<file path="config.mk">
export PLATFORM = sky130hd
export DESIGN_NAME = led_pattern_driver
export DESIGN_NICKNAME = d
export VERILOG_FILES = /design/src/rtl/led_pkg.sv /design/src/rtl/led_pattern_driver_prescaler.sv /design/src/rtl/led_pattern_driver.sv
export SDC_FILE = /design/constraint.sdc
export NUM_CORES = 1
export LEC_CHECK = 0
export CORE_ASPECT_RATIO = 0.75
export CORE_MARGIN = 2
export CORE_UTILIZATION = 61
export CTS_CLUSTER_SIZE = 16
export DETAILED_ROUTE_END_ITERATION = 7
export PLACE_DENSITY_LB_ADDON = 0.25
export SYNTH_ARGS = -nofsm -noshare
export SYNTH_HDL_FRONTEND = slang
export SYNTH_SLANG_ARGS = --single-unit
</file>
<file path="constraint.sdc">
create_clock -name clk_osc -period 3.18 [get_ports clk_osc]
set_input_delay 0.636 -clock clk_osc [delete_from_list [all_inputs] [get_ports clk_osc]]
set_output_delay 0.636 -clock clk_osc [all_outputs]
set_load 0.05 [all_outputs]
</file>
<file path="src/rtl/led_pkg.sv">
// -----------------------------------------------------------------------------
// led_pkg
// Shared types and constants for the LED pattern engine.
//   mode_e  : 2-bit pattern request encoding (off / solid / blink / breathe)
//   state_e : pattern FSM states
//   LED_ON / LED_OFF : pin levels for active-low LEDs
//   entry_state() : FSM state loaded when a new mode is applied
// -----------------------------------------------------------------------------
package led_pkg;

    typedef enum logic [1:0] {
        MODE_OFF     = 2'b00,
        MODE_SOLID   = 2'b01,
        MODE_BLINK   = 2'b10,
        MODE_BREATHE = 2'b11
    } mode_e;

    typedef enum logic [2:0] {
        OFF          = 3'd0,
        SOLID        = 3'd1,
        BLINK_ON     = 3'd2,
        BLINK_OFF    = 3'd3,
        BREATHE_UP   = 3'd4,
        BREATHE_DOWN = 3'd5
    } state_e;

    localparam logic LED_ON  = 1'b0;
    localparam logic LED_OFF = 1'b1;

    // Each mode starts its pattern from a fixed state.
    function automatic state_e entry_state(input mode_e m);
        state_e st;
        case (m)
            MODE_OFF:     st = OFF;
            MODE_SOLID:   st = SOLID;
            MODE_BLINK:   st = BLINK_ON;
            MODE_BREATHE: st = BREATHE_UP;
            default:      st = OFF;
        endcase
        return st;
    endfunction

endpackage

</file>
<file path="src/rtl/led_pattern_driver_prescaler.sv">
// -----------------------------------------------------------------------------
// led_prescaler
// Free-running PRESCALE_W-bit counter producing a one-cycle slow enable.
// tick is registered and is high exactly while the count is all-ones, so a
// tick occurs once every 2^PRESCALE_W clocks.
// Ports:
//   clk_osc : clock
//   reset   : asynchronous active-low reset (count = 0, tick = 0)
//   tick    : one-cycle strobe
// -----------------------------------------------------------------------------
module led_prescaler
    import led_pkg::*;
#(
    parameter int PRESCALE_W = 20
) (
    input  logic clk_osc,
    input  logic reset,
    output logic tick
);

    localparam logic [PRESCALE_W-1:0] CNT_ONE  = PRESCALE_W'(1);
    localparam logic [PRESCALE_W-1:0] CNT_LAST = {PRESCALE_W{1'b1}};
    // Registering the compare one count early aligns tick with the all-ones count.
    localparam logic [PRESCALE_W-1:0] CNT_PRE  = CNT_LAST - CNT_ONE;

    logic [PRESCALE_W-1:0] cnt_r;
    logic                  tick_r;

    // Prescale counter and registered tick strobe.
    always_ff @(posedge clk_osc or negedge reset) begin
        if (!reset) begin
            cnt_r  <= '0;
            tick_r <= 1'b0;
        end else begin
            cnt_r  <= cnt_r + CNT_ONE;
            tick_r <= (cnt_r == CNT_PRE);
        end
    end

    assign tick = tick_r;

endmodule

</file>
<file path="src/rtl/led_pattern_driver.sv">
// -----------------------------------------------------------------------------
// led_pattern_driver
// Single-clock LED pattern engine: off, solid, blink and PWM breathe patterns
// on NUM_LEDS active-low pins, advanced by a prescaler tick enable.
// Ports:
//   clk_osc : oscillator clock, sole clock
//   reset   : asynchronous active-low reset
//   mode    : requested pattern (asynchronous pins), 00 off / 01 solid /
//             10 blink / 11 breathe
//   led     : active-low LED drive (registered)
//   tick    : one-cycle prescaler strobe (registered)
// Build option:
//   LED_ALT_PHASE_EN : when defined, odd-indexed LEDs blink in antiphase and
//                      breathe against the inverted duty.
// -----------------------------------------------------------------------------
module led_pattern_driver
    import led_pkg::*;
#(
    parameter int PRESCALE_W  = 20,
    parameter int BLINK_TICKS = 32,
    parameter int PWM_W       = 8,
    parameter int NUM_LEDS    = 2
) (
    input  logic                clk_osc,
    input  logic                reset,
    input  logic [1:0]          mode,
    output logic [NUM_LEDS-1:0] led,
    output logic                tick
);

`ifdef LED_ALT_PHASE_EN
    localparam logic ALT_EN = 1'b1;
`else
    localparam logic ALT_EN = 1'b0;
`endif

    localparam logic [7:0]       BLINK_LAST = 8'(BLINK_TICKS - 1);
    localparam logic [7:0]       BLINK_ONE  = 8'd1;
    localparam logic [PWM_W-1:0] DUTY_MAX   = {PWM_W{1'b1}};
    localparam logic [PWM_W-1:0] PWM_ONE    = PWM_W'(1);

    logic [1:0]          mode_meta_r;
    logic [1:0]          mode_sync_r;   // mode_s: synchronised request
    logic                tick_s;
    state_e              state_r, state_n;
    mode_e               applied_r, applied_n;
    logic [7:0]          blink_cnt_r, blink_cnt_n;
    logic [PWM_W-1:0]    duty_r, duty_n;
    logic [PWM_W-1:0]    pwm_cnt_r;
    logic [NUM_LEDS-1:0] led_r, led_n;

    led_prescaler #(
        .PRESCALE_W (PRESCALE_W)
    ) u_prescaler (
        .clk_osc (clk_osc),
        .reset   (reset),
        .tick    (tick_s)
    );

    // Drive level of one LED; odd selects the antiphase variant.
    function automatic logic led_bit(input state_e st, input logic [PWM_W-1:0] duty,
                                     input logic [PWM_W-1:0] pwm, input logic odd);
        logic [PWM_W-1:0] level;
        logic             lit;
        level = odd ? (DUTY_MAX - duty) : duty;
        case (st)
            OFF:          lit = 1'b0;
            SOLID:        lit = 1'b1;
            BLINK_ON:     lit = ~odd;
            BLINK_OFF:    lit = odd;
            BREATHE_UP,
            BREATHE_DOWN: lit = (pwm < level);
            default:      lit = 1'b0;
        endcase
        return lit ? LED_ON : LED_OFF;
    endfunction

    // Two-flop synchroniser for the asynchronous mode pins.
    always_ff @(posedge clk_osc or negedge reset) begin
        if (!reset) begin
            mode_meta_r <= 2'b00;
            mode_sync_r <= 2'b00;
        end else begin
            mode_meta_r <= mode;
            mode_sync_r <= mode_meta_r;
        end
    end

    // Pattern FSM state and its counters.
    always_ff @(posedge clk_osc or negedge reset) begin
        if (!reset) begin
            state_r     <= OFF;
            applied_r   <= MODE_OFF;
            blink_cnt_r <= 8'd0;
            duty_r      <= '0;
        end else begin
            state_r     <= state_n;
            applied_r   <= applied_n;
            blink_cnt_r <= blink_cnt_n;
            duty_r      <= duty_n;
        end
    end

    // Next-state logic: everything advances only on a tick; a changed mode
    // restarts its pattern and pre-empts the normal step on that tick.
    always_comb begin
        state_n     = state_r;
        applied_n   = applied_r;
        blink_cnt_n = blink_cnt_r;
        duty_n      = duty_r;
        if (tick_s) begin
            if (mode_sync_r != applied_r) begin
                applied_n   = mode_e'(mode_sync_r);
                state_n     = entry_state(mode_e'(mode_sync_r));
                blink_cnt_n = 8'd0;
                duty_n      = '0;
            end else begin
                case (state_r)
                    BLINK_ON: begin
                        if (blink_cnt_r == BLINK_LAST) begin
                            state_n     = BLINK_OFF;
                            blink_cnt_n = 8'd0;
                        end else begin
                            blink_cnt_n = blink_cnt_r + BLINK_ONE;
                        end
                    end
                    BLINK_OFF: begin
                        if (blink_cnt_r == BLINK_LAST) begin
                            state_n     = BLINK_ON;
                            blink_cnt_n = 8'd0;
                        end else begin
                            blink_cnt_n = blink_cnt_r + BLINK_ONE;
                        end
                    end
                    // The turn-around tick only changes direction, so the
                    // peak and trough duty each last two ticks.
                    BREATHE_UP: begin
                        if (duty_r == DUTY_MAX) begin
                            state_n = BREATHE_DOWN;
                        end else begin
                            duty_n = duty_r + PWM_ONE;
                        end
                    end
                    BREATHE_DOWN: begin
                        if (duty_r == '0) begin
                            state_n = BREATHE_UP;
                        end else begin
                            duty_n = duty_r - PWM_ONE;
                        end
                    end
                    OFF, SOLID: begin
                        state_n = state_r;
                    end
                    default: begin
                        state_n   = OFF;
                        applied_n = MODE_OFF;
                    end
                endcase
            end
        end else begin
            state_n = state_r;
        end
    end

    // Free-running PWM counter.
    always_ff @(posedge clk_osc or negedge reset) begin
        if (!reset) begin
            pwm_cnt_r <= '0;
        end else begin
            pwm_cnt_r <= pwm_cnt_r + PWM_ONE;
        end
    end

    // Combinational LED levels from the current state, duty and PWM count.
    always_comb begin
        led_n = {NUM_LEDS{LED_OFF}};
        for (int i = 0; i < NUM_LEDS; i++) begin
            led_n[i] = led_bit(state_r, duty_r, pwm_cnt_r, ALT_EN & ((i % 2) == 1));
        end
    end

    // Registered LED outputs.
    always_ff @(posedge clk_osc or negedge reset) begin
        if (!reset) begin
            led_r <= {NUM_LEDS{LED_OFF}};
        end else begin
            led_r <= led_n;
        end
    end

    assign led  = led_r;
    assign tick = tick_s;

endmodule

</file>
# == Word-level counts from Yosys, hierarchy flattened ==
# Index checks and enable logic that the tools add are counted.
# classes
n_addsub,5
n_lt_le_gt_ge,1
n_eq_ne,20
n_mux,18
reduce_logical,14
# ops
operator,n
8-bit 2-to-1 mux,6
"8-bit by 1-bit adder with 8-bit output, second input constant",3
"20-bit by 1-bit adder with 20-bit output, second input constant",1
"20-bit equality test, second input constant",1
"3-bit inequality test, second input constant",6
8-bit one-hot mux with 2 select lines,1
3-bit 2-to-1 mux,5
3-bit one-hot mux with 5 select lines,1
3-bit one-hot mux with 4 select lines,1
"8-bit by 5-bit equality test with 1-bit output, second input constant",1
"8-bit equality test, second input constant",1
8-bit logical NOT,1
8-bit < comparator,1
2-bit OR reduction,4
"8-bit by 1-bit subtractor with 8-bit output, second input constant",1
"3-bit by 2-bit equality test with 1-bit output, second input constant",2
"3-bit equality test, second input constant",2
6-bit AND reduction,1
6-bit OR reduction,1
"2-bit equality test, second input constant",2
2-bit 2-to-1 mux,2
2-bit AND reduction,2
4-bit AND reduction,1
"3-bit by 1-bit equality test with 1-bit output, second input constant",1
10 further kinds,10
# totals
regBits,55
in_bits,4
output_inout_bits,3
wordCells,68

# == Logic depth before layout (Yosys ltp) ==
# Gate-level depths: netlist of run 1.
# logic_depth
ltp_word,4
ltp_mapped,11

# == Hierarchy ==
# From an unflattened synthesis of run 1, not the netlist that was laid out.
# hier_totals
hier_cells,283
area_unflattened_um2,2964.1
# modules_own_cells
module,instances,cells_each,area_per_inst_um2,seq_area_each_um2
led_pattern_driver,1,209,2026.9,852.1
led_prescaler,1,74,937.1,525.5

# == Least setup slack after synthesis of run 1 ==
# OpenSTA, ideal clock, no wires.
# synth_timing
path_type,reg2reg
startpoint,register state_r[2]
endpoint,register duty_r[7]
setup_time_ns,0.127
t_arrival_ns,2.090
path_slack_ns,0.963
stages_incl_launch_ff,12
path_buffers,2
path_cell_list,dfrtp_1 > buf_2 > nand3b_4 > inv_2 > ha_1 > clkbuf_1 > a41oi_1 > or3_1 > a31oi_1 > o21ai_1 > a21oi_1 > o22ai_1
# synth_via
elab_chain_cells,3
# synth_lines
element,line_no,source
from (decl),led_pattern_driver.sv:45,"state_e state_r, state_n;"
from (signal assigned),led_pattern_driver.sv:97,state_r <= state_n;
3-bit equality test,led_pattern_driver.sv:118,case (state_r)
3-bit inequality test (no line) (tied with other cells),-,
4-bit AND reduction (no line) / 8-bit 2-to-1 mux (equally long branches),-,
to (signal assigned),led_pattern_driver.sv:100,duty_r <= duty_n;
to (decl),led_pattern_driver.sv:48,"logic [PWM_W-1:0] duty_r, duty_n;"
# Several ways; a longest one is shown, not always the timed one.
# A chain may end at the register's enable or synchronous reset.

# == Final worst setup path of run 1 ==
# layout_timing
startpoint,register state_r[1]
endpoint,register duty_r[7]
# Same word-level chain as after synthesis.

==> results of run 1 <==
## layer usage
metal / up-vias / part of all wire, %
met5: - / 0
met4: 0 / 0.94
met3: 6 / 4.6
met2: 36 / 42
met1: 993 / 52
li1: 1054 / -
## per-stage QoR
| stage | total power [uW] | instance area, um^2 |
|---|---|---|
| finish | 1131 | 3112 |
| global route | 1173 | 3112 |
| CTS | 1143 | 3112 |
| detailed placement | 745.2 | 3015 |
| global placement | 744.7 | 3015 |
| floorplan | 725.1 | 2919 |
## power breakdown
group          total [uW]  internal (uW)  switching [uW]
sequential            703            701            1.74
clock                 401            178             222
combinational        27.3           6.90            20.4
total                1130            887             244
## cell families after synthesis
| group | synth area share (%) |
|---|---|
| AO/OA/AOI/OAI | 13.46 |
| XOR/XNOR | 9.301 |
| adder cells (fa/ha/maj) | 6.815 |
| buffers and inverters | 3.343 |
| flip-flops | 47.19 |
| AND/OR/NAND/NOR | 19.89 |
## placed cells by master, fill, tap and decap left out, types with 2 or more instances in the layout
master	synthesis	routed
nor4_1	2	2
inv_1	13	13
or3_1	2	2
a21oi_1	9	9
o21ai_0	19	19
nand3_1	21	21
dfrtp_1	54	54
and2_1	3	3
clkdlybuf4s50_1	0	5
o31ai_1	3	3
o21a_1	3	3
nand4_1	3	3
a211oi_1	2	2
nand2b_1	4	4
and3_1	8	8
clkbuf_8	0	6
buf_4	2	2
ha_1	15	15
o21ai_1	10	10
xnor2_1	19	19
nand2_1	32	32
nor3_1	6	6
nor2b_1	5	5
a31oi_1	3	3
nor2_1	13	13
xor2_1	12	12
a21o_1	3	3
## synth_stat cells (3+ instances only)
library cell	number	area, um^2
nand2b_1	4	25.02
nand3_1	21	105.1
inv_1	13	48.80
ha_1	15	187.7
a31oi_1	3	18.77
xnor2_1	19	166.4
and2_1	3	18.77
o21a_1	3	22.52
a21o_1	3	22.52
nor2b_1	5	31.28
a21oi_1	9	45.04
o31ai_1	3	22.52
nor2_1	13	48.80
xor2_1	12	105.1
and3_1	8	50.05
buf_2	3	15.01
nand4_1	3	18.77
o21ai_0	19	95.09
dfrtp_1	54	1351
o21ai_1	10	50.05
nand2_1	32	120.1
nor3_1	6	30.03
clkbuf_1	4	15.01
## path summary, 6_finish.rpt
kind,startpoint,endpoint,slack (ns),cells past startpoint
min,reset,u_prescaler.cnt_r[7],0.32,1
min in group clk_osc,mode_meta_r[1],mode_sync_r[1],0.36,0
max,state_r[1],duty_r[7],0.71,9
max in group asynchronous,reset,blink_cnt_r[4],2.15,2
min reg2reg,mode_meta_r[1],mode_sync_r[1],0.36,0
max reg2reg,state_r[1],duty_r[7],0.71,9
## worst max-delay path, stage by stage, from the launching register on
cell      delay (ns)
dfrtp_1         0.49
nand3b_4        0.26
inv_2           0.12
ha_1            0.45
a41oi_1         0.16
or3_1           0.34
a31oi_1         0.18
o21ai_1         0.09
a21oi_1         0.16
o22ai_1         0.10
## layout make-up
type,instances,area [um^2]
inverter,14,52.55
sequential,55,1378
clock inverter,2,13.76
clock buffer,6,82.58
timing repair buffer,8,70.07
multi-input combinational,218,1444
fill,340,1408
tap,57,71.32
## sequential cells by signal (all words and copies together) (netlist names)
signal / cells
duty_r: 8
led: 1
u_prescaler.cnt_r: 20
mode_meta_r: 2
u_prescaler.tick: 1
mode_sync_r: 2
state_r: 3
pwm_cnt_r: 8
applied_r: 2
blink_cnt_r: 8
==> run metrics, run 1 <==
Die X 83.88 um; Final Slew Violations 0; antenna violations before repair 0; CP required roughly 3.4 ns; cts hold-fix bufs 0; total grt overflow 0; CP max FO 10; Post-Route WL between 5000 and 6000 um; sequential cell area fraction in the yosys report between 40% and 50%; Iter 0 DRT Violations roughly 200; Critical Path Sink Type flip-flop; met1 Use GR about a third; final setup fails 0; Final #Nets roughly 320; Leak between 0.001 and 0.0015 uW; initial core utilization 64.59%; hpwl dp slightly above 4000 um; Final WS setup approximately 0.7 ns; outcome finished clean; antenna diode instance count 0; largest net degree at the start of global routing 29; Die Span Y ~64 um; port bufs 6; Post-synth EDFFs 0; crit path kind reg2reg; insertion delay to the later sink of the worst-skew pair 0.30 ns; Row Count 21; Avg Cell Area, Syn 9.862 um^2; first-pass GRT wire length slightly below 10000 um; Final Skew between 0.006 and 0.007 ns; GP Congestion around 0.94; CP arrival between 2 and 3 ns; IO Pins 7; Hold Fails Final Rpt 0; Syn-to-layout area delta 6.601%; layout cells sized above 1 approximately 6.9%; CP startpoint kind flip-flop; synth warn 0; Vias between 2000 and 2500; final cell count without fillers 360; max-cap violations 0; clock slew at reported path FFs ~0.1 ns; gate count after technology mapping 296; Synthesized Nets approximately 320; #FFs+latches synth 55; Tot GR Track Use a little under a quarter; highest clock rate approximately 400 MHz; Via density ~5.8; min Tclk post-route between 2 and 2.5 ns; Slew @ Worst Pin 0.5851 ns; core area roughly 4500 um^2; Post-Syn Area a little under 3000 um^2; CTS sink count 55; Relative slew margins 60.99%; Tcrit/Tclk final between 70 and 80%; Worst Hold Class in2async; area of the die around 5400 um^2; unrepaired setup endpoints after global routing no; Post-CTS Setup Bufs 0; met2 Usage GRT about a third; M3 GR Usage 4.780%; final design utilization roughly 69%; Cell variety after synth 50; final setup TNS 0 ns; Synth Flop Type dfrtp_1; hold slack between 0.3 and 0.4 ns; root buffer cell clkbuf_8; H-tree levels 2; ANT nets after route 0; Num CTS Buffers 5; pre-CTS WS ~0.78 ns; CTS-repair resized insts 0; DRC Markers 0; pwr/cell area ~360 nW/um^2; busiest grt layer met1; DR pass1 iterations 4; WL per Instance approximately 15 um; vias in the first global route 2032; maximum VDD drop between 0.3 and 0.4 mV; placed cell count roughly 350; Clock Path Buffers 2; FFs w/ async S/R, synth between 90% and 100%; CTS tree done
No activity file was read; power rests on OpenSTA's default activity.
==> run 2, diff against run 1 <==
--- a/config.mk
+++ b/config.mk
@@ -7,7 +7,7 @@
 export LEC_CHECK = 0
 export CORE_ASPECT_RATIO = 0.75
 export CORE_MARGIN = 2
-export CORE_UTILIZATION = 61
+export CORE_UTILIZATION = 55
 export CTS_CLUSTER_SIZE = 16
 export DETAILED_ROUTE_END_ITERATION = 7
 export PLACE_DENSITY_LB_ADDON = 0.25
==> constraint.sdc (replaced) <==
create_clock -name clk_osc -period 2.1 [get_ports clk_osc]
set_input_delay 0.42 -clock clk_osc [delete_from_list [all_inputs] [get_ports clk_osc]]
set_output_delay 0.42 -clock clk_osc [all_outputs]
set_load 0.05 [all_outputs]
==> run 2 against run 1 <==
Wire length shrank 2.0%; die area grew 10%; non-clock buffer count grew 9; flip-flop and latch count is the same; cell area grew 3.7%; cell count grew 6.7%; sequential share of layout area shrank 1.6 points; combinational power grew 67%; total power grew 51%.
==> run metrics, run 2 (synthesis results as in run 1) <==
maximum VDD drop 0.3694 mV (was 0.3055 mV); hpwl dp 3908 um (was 4039 um); WL per Instance 13.83 um (was 15.06 um); Critical Path Sink Type flip-flop (unchanged); unrepaired setup endpoints after global routing yes (was no); CP startpoint kind flip-flop (unchanged); largest net degree at the start of global routing 56 (was 29); highest clock rate 508.5 MHz (was 405.1 MHz); layout cells sized above 1 10.26% (was 6.931%); crit path kind reg2reg (unchanged); Crit path max-delay family simple AND/OR/NAND/NOR gates (was compound AO/OA/AOI/OAI gates); antenna diode instance count 0 (unchanged); CP arrival 2.21 ns (was 2.65 ns); switching part of the total 23.07% (was 21.59%); CTS sink count 55 (unchanged); GP Congestion 0.9316 (was 0.9363); Num CTS Buffers 5 (unchanged); Via density 5.529 (was 5.803); Clk pwr share 35.1% (was 35.4%); Hold Fails Final Rpt 0 (unchanged); CP peak stage delay 0.39 ns (was 0.49 ns); most frequent cells in the layout 54 x dfrtp_1, 32 x nand2_1, 21 x nand3_1 (unchanged); first-pass GRT wire length 9777 um (was 9646 um); Slew @ Worst Pin 0.5436 ns (was 0.5851 ns); root buffer cell clkbuf_8 (unchanged); port bufs 6 (unchanged); Post-Route WL 5312 um (was 5423 um); CP max FO 10 (unchanged); outcome finished clean (unchanged); Tot GR Track Use 21.64% (was 22.68%); Iter 0 DRT Violations 125 (was 195); Critical path buffers and inverters 1 (unchanged); antenna violations before repair 0 (unchanged); commonest non-fill, non-tap cell in the layout dfrtp_1 (unchanged); ANT nets after route 0 (unchanged); Relative slew margins 63.52% (was 60.99%); H-tree levels 2 (unchanged); P_sw 394.8 uW (was 244.2 uW); Int Pwr 1317 uW (was 886.8 uW); Worst Hold Class in2async (unchanged); sequential power share 62.2% (about the same); max-cap violations 0 (unchanged); Row Count 22 (was 21); Largest register FFs 20 (unchanged); IO Pins 7 (unchanged); core area 5010 um^2 (was 4519 um^2); Tcrit/Tclk final 93.64% (was 77.63%); slowest CP cell dfrtp_1 (unchanged); total grt overflow 0 (unchanged); Final Slew Violations 0 (unchanged); Die Span Y 67.09 um (was 63.91 um); DRC Markers 0 (unchanged); Leak 0.001438 uW (was 0.001393 uW); final setup fails 0 (unchanged); Vias 2123 (was 2089); initial core utilization 58.27% (was 64.59%); vias in the first global route 2043 (was 2032); hold slack 0.07232 ns (was 0.3182 ns); CP cell instances nand3b_4, inv_6, xnor2_1, ha_1, o31a_1, o21ai_0, nand3_1, or3_1, o21ai_1 (was nand3b_4, inv_2, ha_1, a41oi_1, or3_1, a31oi_1, o21ai_1, a21oi_1, o22ai_1); CTS tree done (unchanged); DR pass1 iterations 4 (unchanged); Final Skew 0.009989 ns (was 0.006966 ns); final setup TNS 0 ns (unchanged); Final #Nets 330 (was 321); CP required 2.34 ns (was 3.36 ns); Clock Path Buffers 2 (unchanged); area of the die 5912 um^2 (was 5360 um^2); insertion delay to the later sink of the worst-skew pair 0.32 ns (was 0.30 ns); Comb power frac 2.7% (was 2.4%); Syn-to-layout area delta 10.50% (was 6.601%); pwr/cell area 530.5 nW/um^2 (was 363.5 nW/um^2); # fillers 430 (was 340); clock slew at reported path FFs 0.11 ns (was 0.10 ns); min Tclk post-route 1.966 ns (was 2.469 ns); Die X 88.12 um (was 83.88 um); largest reg by FF count u_prescaler.cnt_r (unchanged)
-- run 2: changes by cell type in the layout (fill, tap and decap cells not counted), sizes merged --
cell           before  now
buf                 3   13
dlymetal6s2s        0    2
clkdlybuf4s50       5    2
clkinv              1    2
clkbuf              6    5
-- run 2: final timing paths --
| path | startpoint | to | slack [ns] | cells after the start |
|---|---|---|---|---|
| min reg2reg | mode_meta_r[0] | mode_sync_r[0] | 0.35 | 0 |
| max in group asynchronous | reset | led[0] | 1.74 | 2 |
| max | state_r[1] | duty_r[4] | 0.13 | 9 |
| min in group clk_osc | mode_meta_r[0] | mode_sync_r[0] | 0.35 | 0 |
| min | reset | blink_cnt_r[2] | 0.07 | 2 |
| max reg2reg | state_r[1] | duty_r[4] | 0.13 | 9 |
-- run 2: final cells by class --
class	instances	area (um^2)	area share [%]
inverter	14	57.56	1.784
sequential	55	1378	42.71
clock inverter	3	22.52	0.6982
clock buffer	5	68.82	2.133
timing repair buffer	17	152.6	4.732
tap	72	90.09	2.793
multi-input combinational	218	1456	45.15
-- run 2: repair_timing --
action | CTS | global route
gates resized for setup | 0 | 4
hold buffers | 0 | 0
setup endpoints to repair | 0 | 4
setup buffers | 0 | 0
-- run 2: power by group through the flow --
| stage | clock [uW] | sequential (uW) | combinational, uW |
|---|---|---|---|
| after global placement | 0 | 1090 | 47.6 |
| after CTS | 627 | 1060 | 48.0 |
| final | 601 | 1060 | 45.5 |
| after floorplan | 0 | 1090 | 12.6 |
| after detailed placement | 0 | 1090 | 48.1 |
| after global routing | 663 | 1070 | 54.6 |
-- run 2: worst register-to-register path, stage by stage (launching register included) --
cell and delay, ns:
dfrtp_1 0.39, nand3b_4 0.18, inv_6 0.11, xnor2_1 0.07
ha_1 0.24, o31a_1 0.25, o21ai_0 0.14, nand3_1 0.12
or3_1 0.32, o21ai_1 0.07
-- run 2: routing by layer --
| metal | routed length (um) | part of all wire, % | vias to the layer above | track usage (%) |
|---|---|---|---|---|
| met1 | 2948 | 55 | 1013 | 33.47 |
| met2 | 2116 | 40 | 33 | 29.92 |
| met5 | 0 | 0 | - | 0 |
| met4 | 57 | 1.1 | 0 | 6.629 |
| met3 | 189 | 3.6 | 8 | 4.833 |
| li1 | - | - | 1069 | - |
-- run 2: per-stage QoR --
stage	area, um^2	total power (uW)	util, %	worst slack, ns	instances
finish	3226	1711	64.39	0.1336	384
global route	3226	1783	64.39	-0.002466	384
CTS	3206	1740	63.99	0.005805	384
detailed placement	3114	1134	62.16	0.1201	376
global placement	3114	1133	62.16	0.1879	376
floorplan	2932	1098	-	0.001694	296
